`src/rtl/ddfs_pkg.sv`:
```
// ddfs_pkg: shared types and constant generators for the multi-channel
// CORDIC direct digital frequency synthesizer.
//   ddfs_state_e : sweep FSM states
//   ch_w()       : channel index width (at least 1 bit)
//   k_fix()      : CORDIC gain compensation round(0.607252935 * 2^frac)
//   atan_turn()  : atan(2^-i) expressed in turns scaled by 2^pw
// All helpers are constant functions evaluated at elaboration time.
package ddfs_pkg;

   typedef enum logic [1:0] {IDLE, LOAD, ROTATE, OUT} ddfs_state_e;

   // Fixed-point scale used while building the arctangent table.
   localparam int ATAN_SC = 96;

   function automatic int ch_w(input int nch);
      return (nch > 1) ? $clog2(nch) : 1;
   endfunction

   function automatic logic [127:0] k_fix(input int frac);
      logic [127:0] num;
      num = 128'd607252935 << frac;
      return (num + 128'd500000000) / 128'd1000000000;
   endfunction

   // atan(1/n) * 2^ATAN_SC by the alternating Taylor series; partial sums
   // never go negative, so unsigned arithmetic is safe.
   function automatic logic [191:0] atan_inv(input logic [191:0] n);
      logic [191:0] p, sum;
      p   = (192'd1 << ATAN_SC) / n;
      sum = '0;
      for (int k = 0; k < 100; k++) begin
         if (k % 2 == 1) sum = sum - p / 192'(2 * k + 1);
         else            sum = sum + p / 192'(2 * k + 1);
         p = p / (n * n);
      end
      return sum;
   endfunction

   // One turn = 2*pi = 8 * (pi/4); pi/4 comes from Machin's formula so the
   // table needs no real arithmetic.
   function automatic logic [127:0] atan_turn(input int i, input int pw);
      logic [191:0] a, pi4, den;
      if (i == 0) return 128'd1 << (pw - 3);
      a   = atan_inv(192'd1 << i);
      pi4 = 192'd4 * atan_inv(192'd5) - atan_inv(192'd239);
      den = pi4 << 3;
      return 128'(((a << pw) + (den >> 1)) / den);
   endfunction

endpackage

```
`src/rtl/cordic_iter_core.sv`:
```
// cordic_iter_core: iterative rotation-mode CORDIC, one micro-rotation per
// clock. start loads x = K_FIX, y = 0, z = z_in; the following ITER cycles
// each perform one rotation. done is asserted combinationally during the
// last rotation cycle, together with x_res/y_res, which already carry the
// result of that final rotation (guard bits dropped).
//   clk, reset   : clock, synchronous active-high reset
//   start        : load a new angle (turn units, signed, |z| <= 1/4 turn)
//   z_in         : angle to rotate by
//   done         : final rotation in progress, results valid
//   x_res, y_res : cos / sin of z_in, Q(WIDTH-FRAC-1).FRAC
module cordic_iter_core
   import ddfs_pkg::*;
#(
   parameter int WIDTH   = 32,
   parameter int FRAC    = 28,
   parameter int PHASE_W = 32,
   parameter int ITER    = 24
) (
   input  logic                      clk,
   input  logic                      reset,
   input  logic                      start,
   input  logic [PHASE_W-1:0]        z_in,
   output logic                      done,
   output logic signed [WIDTH-1:0]   x_res,
   output logic signed [WIDTH-1:0]   y_res
);

   // Two extra LSBs limit truncation noise from the repeated shifts.
   localparam int XW = WIDTH + 2;
   localparam int CW = $clog2(ITER);
   localparam logic [127:0] KW = k_fix(FRAC);
   localparam logic signed [XW-1:0] XK = {KW[WIDTH-1:0], 2'b00};

   logic [ITER-1:0][PHASE_W-1:0] atan_rom;

   for (genvar i = 0; i < ITER; i++) begin : g_atan
      localparam logic [127:0] AW = atan_turn(i, PHASE_W);
      assign atan_rom[i] = AW[PHASE_W-1:0];
   end

   logic signed [XW-1:0]      x_q, y_q, x_d, y_d, xs, ys;
   logic signed [PHASE_W-1:0] z_q, z_d;
   logic [CW-1:0]             cnt_q;
   logic                      run_q;
   logic                      unused_guard;

   always_comb begin
      xs  = x_q >>> cnt_q;
      ys  = y_q >>> cnt_q;
      x_d = x_q;
      y_d = y_q;
      z_d = z_q;
      if (!z_q[PHASE_W-1]) begin
         x_d = x_q - ys;
         y_d = y_q + xs;
         z_d = z_q - $signed(atan_rom[cnt_q]);
      end else begin
         x_d = x_q + ys;
         y_d = y_q - xs;
         z_d = z_q + $signed(atan_rom[cnt_q]);
      end
   end

   always_ff @(posedge clk) begin
      if (reset) begin
         run_q <= 1'b0;
         cnt_q <= '0;
         x_q   <= '0;
         y_q   <= '0;
         z_q   <= '0;
      end else if (start) begin
         run_q <= 1'b1;
         cnt_q <= '0;
         x_q   <= XK;
         y_q   <= '0;
         z_q   <= z_in;
      end else if (run_q) begin
         x_q   <= x_d;
         y_q   <= y_d;
         z_q   <= z_d;
         cnt_q <= cnt_q + 1'b1;
         if (done) run_q <= 1'b0;
      end
   end

   assign done  = run_q && (cnt_q == CW'(ITER - 1));
   assign x_res = x_d[XW-1:2];
   assign y_res = y_d[XW-1:2];

   assign unused_guard = ^{x_d[1:0], y_d[1:0]};

endmodule

```
`src/rtl/ddfs_cordic_nch.sv`:
```
// ddfs_cordic_nch: NCH-channel DDFS sharing one iterative CORDIC. Each en
// tick sweeps channels 0..NCH-1; every channel takes ITER+2 cycles
// (LOAD, ITER x ROTATE, OUT) and emits one sin/cos sample.
//   clk, reset        : clock, synchronous active-high reset
//   en                : sample tick, starts a sweep (dropped while busy)
//   phase_sync        : only with DDFS_PHASE_SYNC_EN defined; clears all
//                       accumulators when seen in IDLE
//   cfg_we/ch/ftw/poff: per-channel tuning word and phase offset write
//   sin_o, cos_o, ch_o: sample and its channel, held between strobes
//   valid_o           : one-cycle sample strobe
//   busy_o            : sweep in progress
//   overrun_o         : sticky, en arrived while busy
// Optional feature macro: DDFS_PHASE_SYNC_EN.
module ddfs_cordic_nch
   import ddfs_pkg::*;
#(
   parameter int WIDTH   = 32,
   parameter int FRAC    = 28,
   parameter int PHASE_W = 32,
   parameter int ITER    = 24,
   parameter int NCH     = 2
) (
   input  logic                      clk,
   input  logic                      reset,
   input  logic                      en,
`ifdef DDFS_PHASE_SYNC_EN
   input  logic                      phase_sync,
`endif
   input  logic                      cfg_we,
   input  logic [ch_w(NCH)-1:0]      cfg_ch,
   input  logic [PHASE_W-1:0]        cfg_ftw,
   input  logic [PHASE_W-1:0]        cfg_poff,
   output logic signed [WIDTH-1:0]   sin_o,
   output logic signed [WIDTH-1:0]   cos_o,
   output logic [ch_w(NCH)-1:0]      ch_o,
   output logic                      valid_o,
   output logic                      busy_o,
   output logic                      overrun_o
);

   localparam int CHW = ch_w(NCH);

   ddfs_state_e state_q, state_d;

   logic [NCH-1:0][PHASE_W-1:0] acc_q, ftw_q, poff_q;
   logic [CHW-1:0]              ch_q;
   logic                        neg_q;
   logic                        last_ch, cfg_ok, fold;
   logic [PHASE_W-1:0]          phase, z_load;
   logic                        core_done;
   logic signed [WIDTH-1:0]     x_res, y_res;

   assign last_ch = (32'(ch_q) == NCH - 1);
   assign cfg_ok  = (32'(cfg_ch) < NCH);
   assign busy_o  = (state_q != IDLE);

   // Quadrants 2 and 3 are rotated by a half turn into CORDIC range and the
   // result negated afterwards.
   assign phase  = acc_q[ch_q] + poff_q[ch_q];
   assign fold   = phase[PHASE_W-1] ^ phase[PHASE_W-2];
   assign z_load = fold ? {~phase[PHASE_W-1], phase[PHASE_W-2:0]} : phase;

   cordic_iter_core #(
      .WIDTH   (WIDTH),
      .FRAC    (FRAC),
      .PHASE_W (PHASE_W),
      .ITER    (ITER)
   ) u_core (
      .clk   (clk),
      .reset (reset),
      .start (state_q == LOAD),
      .z_in  (z_load),
      .done  (core_done),
      .x_res (x_res),
      .y_res (y_res)
   );

   always_ff @(posedge clk) begin
      if (reset) state_q <= IDLE;
      else       state_q <= state_d;
   end

   always_comb begin
      state_d = state_q;
      case (state_q)
         IDLE:    if (en) state_d = LOAD;
         LOAD:    state_d = ROTATE;
         ROTATE:  if (core_done) state_d = OUT;
         OUT:     state_d = last_ch ? IDLE : LOAD;
         default: state_d = IDLE;
      endcase
   end

   always_ff @(posedge clk) begin
      if (reset) begin
         acc_q     <= '0;
         ftw_q     <= '0;
         poff_q    <= '0;
         ch_q      <= '0;
         neg_q     <= 1'b0;
         sin_o     <= '0;
         cos_o     <= '0;
         ch_o      <= '0;
         valid_o   <= 1'b0;
         overrun_o <= 1'b0;
      end else begin
         valid_o <= 1'b0;
         if (cfg_we && cfg_ok) begin
            ftw_q[cfg_ch]  <= cfg_ftw;
            poff_q[cfg_ch] <= cfg_poff;
         end
         if (en && state_q != IDLE) overrun_o <= 1'b1;
         case (state_q)
            IDLE:   if (en) ch_q <= '0;
            LOAD:   neg_q <= fold;
            ROTATE: if (core_done) begin
               // Register the final rotation so the strobe lands in OUT.
               valid_o <= 1'b1;
               ch_o    <= ch_q;
               cos_o   <= neg_q ? -x_res : x_res;
               sin_o   <= neg_q ? -y_res : y_res;
            end
            OUT: begin
               acc_q[ch_q] <= acc_q[ch_q] + ftw_q[ch_q];
               if (!last_ch) ch_q <= ch_q + 1'b1;
            end
            default: ;
         endcase
`ifdef DDFS_PHASE_SYNC_EN
         if (state_q == IDLE && phase_sync) acc_q <= '0;
`endif
      end
   end

endmodule
```
`config.mk`:
```
export PLATFORM = sky130hd
export DESIGN_NAME = ddfs_cordic_nch
export DESIGN_NICKNAME = d
export VERILOG_FILES = /design/src/rtl/ddfs_pkg.sv /design/src/rtl/cordic_iter_core.sv /design/src/rtl/ddfs_cordic_nch.sv
export SDC_FILE = /design/constraint.sdc
export NUM_CORES = 2
export LEC_CHECK = 0
export CELL_PAD_IN_SITES_DETAIL_PLACEMENT = 0
export CELL_PAD_IN_SITES_GLOBAL_PLACEMENT = 2
export CORE_ASPECT_RATIO = 1.5
export CORE_MARGIN = 3
export CORE_UTILIZATION = 41
export DETAILED_ROUTE_END_ITERATION = 16
export PLACE_DENSITY_LB_ADDON = 0.1
export SKIP_CTS_REPAIR_TIMING = 1
export SLEW_MARGIN = 20
export SYNTH_ARGS = -nofsm -noshare
export SYNTH_HDL_FRONTEND = slang
export SYNTH_SLANG_ARGS = --single-unit
export TNS_END_PERCENT = 1
```
`constraint.sdc`:
```
create_clock -name clk -period 17.43 [get_ports clk]
set_input_delay 2.6145 -clock clk [delete_from_list [all_inputs] [get_ports clk]]
set_output_delay 2.6145 -clock clk [all_outputs]
set_load 0.02 [all_outputs]
```
# After elaboration in Yosys (flattened, before gate mapping)
# Memory sizes are Yosys's and may differ from the RTL's. A register that Yosys moved wholly into a read port is not among the register bits.
# Index checks and enable logic that the tools add are counted.
[totals] ff_bits=369 mem_bits_ro=1024 inputBits=69 out_inout_bits=68 elab_cells=99 n_memories=1
[op_classes] addsub=12 order_cmp=5 eq_ne=6 n_shift=2 mux=37 bitwise_logic=3 n_reduce_logical=13
[memory_table] memory="(no name shown)" depth=32 word_bits=32 read_ports=1 rd_clocked_by_memory_dff=1 wr=0 line_no="cordic_iter_core.sv:56" text="z_d = z_q - $signed(atan_rom[cnt_q]);"
[op_table] operator="$mux 32" count=15
[op_table] operator="$bwmux 64" count=3
[op_table] operator="$add 32x32->32" count=3
[op_table] operator="$add 34x34->34" count=2
[op_table] operator="$mux 34" count=2
[op_table] operator="$sshr 34x5->34" count=2
[op_table] operator="$sub 34x34->34" count=2
[op_table] operator="$demux 32 s1" count=2
[op_table] operator="$neg 32->32" count=2
[op_table] operator="$mux 30" count=2
[op_table] operator="$sub 32x32->32" count=1
[op_table] operator="$mux 5" count=2
[op_table] operator="$pmux 2 s4" count=1
[op_table] operator="$mux 1" count=7
[op_table] operator="$lt 5x6->1 const B" count=1
[op_table] operator="$reduce_and 2->1" count=3
[op_table] operator="$reduce_bool 2->1" count=3
[op_table] operator="$add 5x1->5 const B" count=1
[op_table] operator="$eq 5x5->1 const B" count=1
[op_table] operator="$eq 2x2->1 const B" count=2
[op_table] operator="$logic_and 1x1->1" count=4
[op_table] operator="$lt 1x2->1 const B" count=2
[op_table] operator="$mux 2" count=2
[op_table] operator="$ne 2x2->1 const B" count=2
[op_table] operator="other kinds (8)" count=11

# Logic depth before layout (Yosys ltp)
[logic_depth] depth_word=6 ltp_mapped=30 ltp_nobuf=25

# By module
# From an unflattened synthesis, not the netlist that was laid out.
[unflattened] cells_unflattened=4117 area_unflattened_um2=33119.3
[modules_own_cells] mod="cordic_iter_core" instances=1 cells_per_inst=2247 area_each_um2=18333.8 seq_area_each_um2=2722.6
[modules_own_cells] mod="ddfs_cordic_nch" instances=1 cells_per_inst=1870 area_each_um2=14785.4 seq_area_each_um2=5265.0

# Least setup slack after synthesis
# Ideal clock, no wire load.
[synth_path] path_kind="flip-flop to flip-flop" from="reg u_core.cnt_q[1]" to="reg cos_o[29]" setup_time_ns=0.074 arrival_ns=7.057 required_time_ns=17.356 setup_slack_ns=10.299 path_stages_with_launch=24 n_path_buf=3 synth_period_minus_slack_ns=7.131 cell_sequence="dfxtp_1 buf_2 clkbuf_1 buf_1 mux4_2 a222oi_1 or3b_2 o31a_1 nor3b_1 and2_1 nor2_1 xnor2_1 ha_1 and2_1 a221o_1 a211oi_1 o21ai_0 a221oi_1 xor2_1 o211ai_1 or4_4 or4_4 or4_1 a31oi_1"
[synth_between] elab_chain_cells=5 word_cells_on_any_way=9 cone_classes="add/sub: 3; eq/ne: 1; shift: 1; mux: 2; reduce/logical: 2"
[synth_lines] element="from (decl)" line_no="cordic_iter_core.sv:43" text="logic [CW-1:0] cnt_q;"
[synth_lines] element="from (signal assigned)" line_no="cordic_iter_core.sv:81" text="cnt_q <= cnt_q + 1'b1;"
[synth_lines] element="$sshr 34x5->34" line_no="cordic_iter_core.sv:49" text="ys = y_q >>> cnt_q;"
[synth_lines] element="$sub 34x34->34 or $add 34x34->34 (tied branches)" line_no="cordic_iter_core.sv:54, cordic_iter_core.sv:58"
[synth_lines] element="$mux 34" line_no="cordic_iter_core.sv:53" text="if (!z_q[PHASE_W-1]) begin"
[synth_lines] element="$neg 32->32" line_no="ddfs_cordic_nch.sv:120" text="cos_o <= neg_q ? -x_res : x_res;"
[synth_lines] element="$mux 32" line_no="ddfs_cordic_nch.sv:120"
[synth_lines] element="to (signal assigned)" line_no="ddfs_cordic_nch.sv:120"
[synth_lines] element="to (decl)" line_no="ddfs_cordic_nch.sv:34" text="output logic signed [WIDTH-1:0] cos_o,"
# Parallel ways exist; a longest one is shown, timed or not.
# A chain may end at the register's enable or synchronous reset.

# Worst setup path in the final report
[layout_path] from="reg u_core.cnt_q[1]" to="reg sin_o[28]"
[layout_between] elab_chain_cells=5 word_cells_on_any_way=9 cone_classes="add/sub: 3; eq/ne: 1; shift: 1; mux: 2; reduce/logical: 2"
[layout_lines] element="$sshr 34x5->34" line_no="cordic_iter_core.sv:48" text="xs = x_q >>> cnt_q;"
[layout_lines] element="$add 34x34->34 or $sub 34x34->34 (tied branches)" line_no="cordic_iter_core.sv:55, cordic_iter_core.sv:59"
[layout_lines] element="$mux 34" line_no="cordic_iter_core.sv:53"
[layout_lines] element="$neg 32->32" line_no="ddfs_cordic_nch.sv:121" text="sin_o <= neg_q ? -y_res : y_res;"
[layout_lines] element="$mux 32" line_no="ddfs_cordic_nch.sv:121"
[layout_lines] element="to (signal assigned)" line_no="ddfs_cordic_nch.sv:121"
[layout_lines] element="to (decl)" line_no="ddfs_cordic_nch.sv:33" text="output logic signed [WIDTH-1:0] sin_o,"
# Parallel ways exist; a longest one is shown, timed or not.

==> run_results.csv <==
group,metric,value,unit
outcome,status,"finished, final reports clean",
layout,seqCellArea,8008,sq um
flow_run,cap_violations,0,
clocking,ctsHtreeMaxLevel,2,
floorplan,start_util,41.43,%
global_routing,grt_pass1_vias,30120,
yosys,async_flop_share,0,%
sta,fin_worst_skew,0.01530,ns
drt,drt_iter0_markers,2000,
sta,maxSlewViolCount,0,
yosys,synth_compound_area_share,24.56,%
yosys,seq_area_frac_synth,25.20,%
placement,dp.cells,4974,
setup_path,startpoint,"u_core.cnt_q[1]",
layout,fillers,7878,
setup_path,end_kind,"register",
drt,wl_per_cell,24.61,um
layout,nets,4265,
setup_path,r2r_cells,26,
setup_path,startpoint_type,"register",
clocking,clk_latency,0.60,ns
drt,vias,30530,
yosys,synth_edf_count,0,
sta,fin_hold_ws,0.4507,ns
floorplan,die_x,233.0,um
yosys,ys_ff_latch,399,
sta,fin_crit,9.334,ns
drt,wl,124400,um
worst_hold_path,hold_class,"reg2reg",
sta,setup_viol,0,
setup_path,max_stage_delay,0.89,ns
sta,fin_crit_sh,53.55,%
clocking,cts.reportedPaths.clkPinSlew,0.06,ns
yosys,yosys.area_share.simple,18.29,%
setup_path,r2r-end,"sin_o[28]",
drt,post-route-drc-count,0,
global_routing,grt_max_degree,89,
yosys,synth_top_family_by_area,"compound AO/OA/AOI/OAI gates",
yosys,synth_area,31690,sq um
placement,portBuffers,136,
sta,tns,0,ns
floorplan,rows,124,
setup_path,slowest_stage,"a211oi_1",
sta,grt_setup_unrepaired,"no",
setup_path,endpoint,"sin_o[28]",
layout,area_growth_syn_to_layout,11.48,%
drt,drt-pass1-iter-count,6,
global_routing,overflow,0,
worst_hold_path,whs_path_depth,2,
floorplan,ios,137,
yosys,avgSynthCellArea,7.872,sq um
yosys,synthXorXnorAreaFrac,7.849,%
layout,instances_no_fill,5056,
setup_path,worst_ep_arrival_time,9.86,ns
global_routing,gr-usage-all-layers,30.14,%
setup_path,crit_type,"reg2reg",
floorplan,die_y,346.5,um
setup_path,regToRegStartpoint,"u_core.cnt_q[1]",
yosys,synthAdderAreaFrac,7.304,%
drt,ant_nets,0,
clocking,cts_tree,"built",
sta,fmax,107.1,MHz
global_routing,grt_pass1_wl,187100,um
layout,fin_util,46.19,%
setup_path,worstPathRequired,17.96,ns
layout,multi_input_area,22530,sq um
global_routing,antenna_found_initial,2,
yosys,synth_ff_type,"dfxtp_1",
yosys,synthCells,4026,
placement,dp_hpwl,93350,um
clocking,cts.sinks,399,
placement,place_congestion,0.9696,
setup_path,path_max_fanout,63,
floorplan,dieArea,80740,sq um
yosys,synth_mux_area_share,12.79,%
floorplan,core_area,76490,sq um
setup_path,regToRegSetupSlack,8.10,ns
yosys,ys.warnings.count,0,
clocking,cts_root_buf,"clkbuf_16",
drt,via_per_inst,6.038,
clocking,numCtsBuffers,44,
layout,final_layout_size_suffix_gt1_share,9.518,%
sta,tightest_slew,1.253,ns
clocking,cts.path.max_buffers,3,
sta,maxSlewHeadroom,15.96,%
yosys,syn-num-nets,4277,
sta,hold_violations,0,
yosys,ys_types,86,
placed cells by master, fill, tap and decap left out, types with 11 or more instances in the layout:
cell type        count
a21o_1              73
a21oi_1            483
a211oi_1            99
or2_2               12
xor2_1             132
o31ai_1             31
clkbuf_16           46
mux2_2             128
dfxtp_1            391
nand2b_1            36
o221ai_1            19
xnor2_1            148
nand3_1             52
nor2_1             332
o211ai_1            24
inv_1               75
nand2_1            582
a221oi_1            25
mux4_2              68
clkdlybuf4s50_1    135
a21boi_0            16
mux2i_1            108
nor3_1              73
a31oi_1             47
a22oi_1             18
o22ai_1             44
nand4_1             18
a22o_1              14
o21ai_0            171
ha_1               176
buf_4               52
and2_1              24
o21bai_1            18
nor4_1              12
o21a_1              33
and3_1              29
and4_1              11
nor2b_1             38
or3_1               24
state kept, by name (all words and copies together), names as in the netlist, 2 cells and up, named ones only:
name	cells
state_q	2
cos_o	32
u_core.x_q	34
u_core.y_q	34
u_core.z_q	32
ftw_q	64
sin_o	32
acc_q	64
u_core.cnt_q	5
poff_q	64
per-layer routing:
layer	track usage [%]	vias up	share of wire [%]
li1	-	14650	-
met1	30.87	14580	35
met2	54.98	911	51
met3	4.905	388	4.4
met4	21.37	0	8.8
met5	0	-	0
cell type report:
type	instances	share of cell area (%)
antenna	3	0.02125
clock buffer	58	3.612
clock inverter	19	0.4887
inverter	82	0.8712
multi-input combinational	3297	63.75
sequential	399	22.66
tap	1008	3.570
timing repair buffer	190	5.018
synthesized netlist by cell type, types with 25 or more instances:
library cell / number / area [sq um]
nand2b_1: 37 / 231.5
a221oi_1: 25 / 219.0
mux4_2: 68 / 1531
nor2_1: 333 / 1250
o31ai_1: 31 / 232.7
a211oi_1: 99 / 743.2
a21o_1: 73 / 548.0
o22ai_1: 44 / 275.3
mux2i_1: 108 / 1081
xnor2_1: 151 / 1323
clkbuf_1: 184 / 690.7
buf_1: 44 / 165.2
and2_1: 27 / 168.9
xor2_1: 133 / 1165
ha_1: 177 / 2215
nand3_1: 52 / 260.3
and3_1: 29 / 181.4
dfxtp_1: 399 / 7988
o21a_1: 33 / 247.7
a21oi_1: 483 / 2417
nand2_1: 585 / 2196
nor3_1: 74 / 370.4
a31oi_1: 47 / 294.0
nor2b_1: 40 / 250.2
inv_1: 76 / 285.3
o21ai_0: 171 / 855.8
mux2_2: 128 / 1441
cell families (layout without fill, tap and decap cells):
kind of cell | Yosys count | after routing
adders and majority gates | 182 | 182
and+or+nand+nor | 1299 | 1299
xor gates and xnor gates | 284 | 284
AOI/OAI and AO/OA | 1228 | 1228
buffers and inverters | 330 | 349
DFF | 399 | 399
other | 0 | 3
muxes | 304 | 304
critical path, delay by kind of cell, from the launching register on:
family                     cells  cell delay, ns
xor gates and xnor gates       1            0.17
muxes                          2            1.02
adders and majority gates      2            0.60
DFF                            1            0.85
and+or+nand+nor               10            2.45
buffers and inverters          2            0.86
AOI/OAI and AO/OA              9            3.25
stage by stage:
step	worst slack (ns)	area, sq um
after global routing	7.474	35320
final	8.096	35330
after floorplan	10.30	31690
after CTS	8.256	35270
after global placement	8.377	33820
after detailed placement	8.316	33820
worst min path at each step:
| stage | startpoint | endpoint |
|---|---|---|
| finish | ftw_q[10] | ftw_q[10] |
| global route | acc_q[48] | acc_q[48] |
| CTS | ftw_q[47] | ftw_q[47] |
| detailed placement | ftw_q[47] | ftw_q[47] |
| global placement | ftw_q[47] | ftw_q[47] |
| floorplan | acc_q[32] | acc_q[32] |
Power is not shown: default switching activity piles up to over one toggle a cycle in this logic, so the estimate is an artifact.
